## src/rtl/regfile_mp.sv

```systemverilog
// Multi-port integer register file with write-to-read bypass
// and a per-register pending-write scoreboard.
module regfile_mp #(
  parameter  int XLEN     = 32,
  parameter  int NREG     = 32,
  parameter  int NRD      = 2,
  parameter  int NWR      = 1,
  parameter  int ZERO_REG = 1,
  parameter  int BYPASS   = 1,
  localparam int AW       = $clog2(NREG)
) (
  input  logic                clk,
  input  logic                rst_n,
  input  logic [NRD*AW-1:0]   ra,
  output logic [NRD*XLEN-1:0] rd,
  output logic [NRD-1:0]      rbusy,
  input  logic [NWR-1:0]      we,
  input  logic [NWR*AW-1:0]   wa,
  input  logic [NWR*XLEN-1:0] wd,
  input  logic [NWR-1:0]      wclr,
  input  logic                iss_en,
  input  logic [AW-1:0]       iss_addr,
  output logic                wcollide
);

  logic [XLEN-1:0] mem_q [NREG];
  logic [NREG-1:0] busy_q;
  logic [NREG-1:0] busy_d;

  logic [AW-1:0]   wa_a [NWR];
  logic [XLEN-1:0] wd_a [NWR];
  logic [NWR-1:0]  wv;

  // wv marks ports whose write actually lands (x0 writes dropped)
  always_comb begin
    for (int j = 0; j < NWR; j++) begin
      wa_a[j] = wa[j*AW +: AW];
      wd_a[j] = wd[j*XLEN +: XLEN];
      wv[j]   = we[j] &&
                !((ZERO_REG != 0) && (wa_a[j] == '0));
    end
  end

  always_ff @(posedge clk or negedge rst_n) begin
    if (!rst_n) begin
      for (int r = 0; r < NREG; r++) begin
        mem_q[r] <= '0;
      end
    end else begin
      for (int j = 0; j < NWR; j++) begin
        if (wv[j]) begin
          mem_q[wa_a[j]] <= wd_a[j];
        end
      end
    end
  end

  // issue applied after clears: a new producer supersedes the old
  always_comb begin
    busy_d = busy_q;
    for (int j = 0; j < NWR; j++) begin
      if (wv[j] && wclr[j]) begin
        busy_d[wa_a[j]] = 1'b0;
      end
    end
    if (iss_en) begin
      busy_d[iss_addr] = 1'b1;
    end
    if (ZERO_REG != 0) begin
      busy_d[0] = 1'b0;
    end
  end

  always_ff @(posedge clk or negedge rst_n) begin
    if (!rst_n) begin
      busy_q <= '0;
    end else begin
      busy_q <= busy_d;
    end
  end

  for (genvar i = 0; i < NRD; i++) begin : g_rd
    logic [AW-1:0]   a;
    logic [XLEN-1:0] d;
    logic            c;
    logic            z;

    assign a = ra[i*AW +: AW];
    assign z = (ZERO_REG != 0) && (a == '0);

    always_comb begin
      d = mem_q[a];
      c = 1'b0;
      for (int j = 0; j < NWR; j++) begin
        if (wv[j] && (wa_a[j] == a)) begin
          if (BYPASS != 0) begin
            d = wd_a[j];
          end
          if (wclr[j]) begin
            c = 1'b1;
          end
        end
      end
    end

    assign rd[i*XLEN +: XLEN] = (!rst_n || z) ? '0 : d;
    assign rbusy[i] = rst_n && busy_q[a] &&
                      !((BYPASS != 0) && c);
  end

  if (NWR == 2) begin : g_col
    assign wcollide = wv[0] && wv[1] &&
                      (wa_a[0] == wa_a[1]);
  end else begin : g_nocol
    assign wcollide = 1'b0;
  end

endmodule
```

## config.mk

```make
export PLATFORM = sky130hd
export DESIGN_NAME = regfile_mp
export DESIGN_NICKNAME = d
export VERILOG_FILES = /design/src/rtl/regfile_mp.sv
export SDC_FILE = /design/constraint.sdc
export NUM_CORES = 2
export LEC_CHECK = 0
export CORE_MARGIN = 10
export CORE_UTILIZATION = 46
export CTS_CLUSTER_SIZE = 40
export DETAILED_ROUTE_END_ITERATION = 7
export MAX_ROUTING_LAYER = met4
export SETUP_SLACK_MARGIN = 0.2
export SYNTH_ARGS = -nofsm -noshare
export SYNTH_HDL_FRONTEND = slang
export SYNTH_SLANG_ARGS = --single-unit
```

## constraint.sdc

```tcl
create_clock -name clk -period 2.4 [get_ports clk]
set_clock_uncertainty 0.05 [all_clocks]
set_input_delay 0.36 -clock clk [delete_from_list [all_inputs] [get_ports clk]]
set_output_delay 0.36 -clock clk [all_outputs]
set_load 0.005 [all_outputs]
```

==> run_results.csv <==
group,metric,value,unit
status,status,"finished, violations left",
status,violations,"setup timing",
timing,max_freq,332.0,MHz
timing,worst_slack,-612.1,ps
die,rows,129,
logic_synthesis,synth_largest_area_cell,"dfrtp_1",
worst_setup_path,required,1990,ps
logic_synthesis,yosysTopAreaCellShare,45.88,%
pwr,switching_share,27.90,%
logic_synthesis,syn_nets,4156,
final_layout,final-instance-count-excl-fill,6428,
route,viasPerCell,6.432,
place,place_inst,6115,
pwr,seqPwrFrac,42.4,%
logic_synthesis,yosys.area_share.simple,2.170,%
clock_tree,htreeDepth,3,
worst_setup_path,path_cells,"mux4_2 > nor2b_4 > a211oi_2 > buf_4 > a311oi_4 > a211o_1 > buf_2",
logic_synthesis,syn_area,57550,sq um
place,place.gp.congestion,0.8914,
logic_synthesis,ys_warn_count,0,
die,dieHeight,373.7,um
timing,worstMarginPinSlew,972.3,ps
pwr,powerDensity,764.2,nW/um^2
die,fp.dieW,373.7,um
timing,layout_min_cycle_time,3012,ps
logic_synthesis,synth_top_family_by_area,"multiplexers",
timing,setup_viol,66,
clock_tree,clockBufferDepth,3,
worst_setup_path,r2r-end,"mem_q[621]",
logic_synthesis,ys_seq_area_share,45.88,%
worst_setup_path,end_kind,"primary output",
timing,slew_viol_final,0,
final_layout,drive_above_1_share,56.56,%
global_route,grt_start_max_net_pins,147,
final_layout,fin_nets,4749,
clock_tree,root_buffer,"clkbuf_16",
die,io_pins,124,
worst_setup_path,crit_arrival,2600,ps
route,first_pass_iters,5,
timing,slew_headroom,35.18,%
place,placed_area,66390,sq um
global_route,grt_pass1_wl,296400,um
logic_synthesis,synthTopCellsByArea,"dfrtp_1, mux2_2, mux4_2, mux2i_1, a221oi_1",
final_layout,num-fill-cells,9712,
pwr,p_leak,32.61,nW
pwr,p_sw,15.47,mW
logic_synthesis,yosysUniqueCellTypes,53,
route,drt-total-wl,199900,um
route,drc,0,
clock_tree,numCtsBuffers,116,
timing,hold_violations,0,
worst_hold_path,hold_class,"in -> async",
timing,tns,-30790,ps
pwr,comb_power_share,24.0,%
final_layout,seq_area,26400,sq um
logic_synthesis,synth_fa_ha_area_share,0,%
clock_tree,cts.sinks,1055,
worst_setup_path,critPathMaxStageDelay,460,ps
global_route,grt_pass1_vias,42900,
global_route,grt-ovfl-total,0,
route,ant_nets,0,
die,die_area,139600,sq um
timing,period_share,125.5,%
logic_synthesis,synthMuxAreaShare,40.00,%
timing,rsz0062_at_grt,"yes",
final_layout,final_core_util,58.53,%
route,wl_per_cell,31.10,um
final_layout,design_area,72560,sq um
logic_synthesis,synth_xor_area_share,0.1522,%
worst_setup_path,crit_buf_inv,2,
pwr,power.internal,39.98,mW
final_layout,multiInputGateArea,30380,sq um
logic_synthesis,synth_compound_area_share,7.647,%
worst_setup_path,cp-start-kind,"flip-flop",
route,vias,41350,
place,buffer_ports.inserted,122,
flow_run,cap_violations,0,
die,initial_utilization,46.42,%
global_route,grt_usage,29.01,%
clock_tree,worstSkewPairLatency,730,ps
clock_tree,cts_tree,"built",
route,drt_iter0_markers,4053,
worst_setup_path,cp_top_family,"compound AO/OA/AOI/OAI gates",
global_route,antenna_found_initial,5,
logic_synthesis,postSynthAreaPerCell,14.04,sq um
final_layout,area_delta_synth_final,26.08,%
pwr,peakVddDrop,0.5323,mV
logic_synthesis,netlist_instances,4099,
pwr,p_clk_share,33.6,%
worst_setup_path,r2r_start,"mem_q[621]",
die,core_area,124000,sq um
logic_synthesis,synth_seq_cells,1055,
clock_tree,clkTransAtPathRegs,60,ps
worst_setup_path,r2r_slack,1340,ps
worst_setup_path,crit_type,"reg -> out",
worst_setup_path,cp_max_fo,3,
worst_setup_path,r2r_cells,3,
place,post-dp-hpwl,130900,um
worst_setup_path,crit_slowest_cell,"mux4_2",
worst max path at each step:
stage                     from  endpoint  slack (ps)  depth (start not counted)
finish              mem_q[509]    rd[29]        -610                          7
global route        mem_q[317]    rd[29]        -680                          7
CTS                 mem_q[506]    rd[26]        -700                          7
detailed placement       wa[0]    rd[29]       -1200                          9
global placement         wa[0]    rd[29]       -1160                          9
floorplan                ra[5]    rd[33]         170                          7
synth_stat cells (all sizes together):
cell     instances
nand3b           8
nor2b           33
nand3            5
dfrtp         1055
xor2             1
clkbuf         223
o311ai           1
a221o           32
o21ai          137
nand2b           2
nor4             1
or3b             1
and3             2
o2111ai          1
or3              2
o211ai           2
and2b            2
a211oi          33
a211o           32
nor3b            6
nor3             8
o31ai            1
nand2          167
mux2           992
nand4            1
and2             1
buf            245
a22oi           97
xnor2            9
clkinv           1
a221oi         163
or2              8
mux2i          332
o41ai            3
a311oi          34
a21oi           64
mux4           364
conb             1
nor2            22
inv              7
flip-flops by register name, summed over array words and instances, names as in the netlist:
register / flops
busy_q: 31
mem_q: 1024
layer usage:
layer | wire [um] | vias to the layer above | share of wire, % | global-route usage (%)
met5 | 0 | - | 0 | -
met4 | 8428 | 0 | 4.2 | 11.11
met3 | 12700 | 435 | 6.4 | 3.834
met2 | 95070 | 1586 | 48 | 45.56
met1 | 83680 | 22240 | 42 | 38.28
li1 | - | 17080 | - | -
tightest hold or removal path: stages:
cell	delay (ps)
buf_8	110
buf_12	110
dlymetal6s4s_1	200
buf_4	140
buf_4	480
layout make-up:
cell class | instances | area share, %
Tap cell | 1637 | 2.823
Inverter | 8 | 0.05173
Sequential cell | 1055 | 36.39
Clock buffer | 175 | 4.877
Clock inverter | 39 | 0.5760
Timing Repair Buffer | 943 | 13.41
Multi-Input combinational cell | 2568 | 41.86
Antenna cell | 3 | 0.01035
cells in the final DEF (no fill, tap or decap), drive strengths merged, types with 8 or more instances in the layout:
master	n
dfrtp	1055
mux2	992
buf	893
mux4	364
mux2i	332
clkbuf	178
nand2	167
a221oi	163
o21ai	137
a22oi	97
a21oi	64
clkdlybuf4s50	41
a311oi	34
a211oi	33
nor2b	33
a221o	32
a211o	32
clkinv	23
nor2	22
inv	10
xnor2	9
nand3b	8
bufinv	8
or2	8
nor3	8
cell families (layout without fill, tap and decap cells):
| kind of cell | after synthesis | count (layout) |
|---|---|---|
| AOI/OAI and AO/OA | 600 | 600 |
| xor gates and xnor gates | 10 | 10 |
| buffers and inverters | 476 | 1165 |
| DFF | 1055 | 1055 |
| muxes | 1688 | 1688 |
| other | 1 | 4 |
| and+or+nand+nor | 269 | 269 |
power groups by stage:
stage               Combinational (mW)  Sequential [mW]  Clock [mW]
finish                            13.3             23.5        18.6
global route                      14.2             24.0        19.6
CTS                               13.0             23.5        18.9
detailed placement                12.3             23.8           0
global placement                  12.1             23.6           0
floorplan                         8.02             23.1           0
stage by stage:
stage	hold slack, ps	worst slack (ps)	total power, mW
after global routing	238.1	-675.3	57.70
after global placement	327.6	-1162	35.72
after CTS	213.3	-701.8	55.31
after detailed placement	332.0	-1205	36.09
after floorplan	14.41	174.0	31.07
final	158.4	-612.1	55.45
timing repair:
| item | 4_1_cts | 5_1_grt |
|---|---|---|
| resized for setup | 544 | 105 |
| hold buffers | 2 | 1 |
| endpoints found under the hold margin | 175 | 12 |
| setup endpoints to repair | 127 | 66 |
| gates cloned | 3 | 2 |
| setup buffers | 71 | 17 |
| pin swaps | 165 | 80 |
No activity file was read; power rests on OpenSTA's default activity.
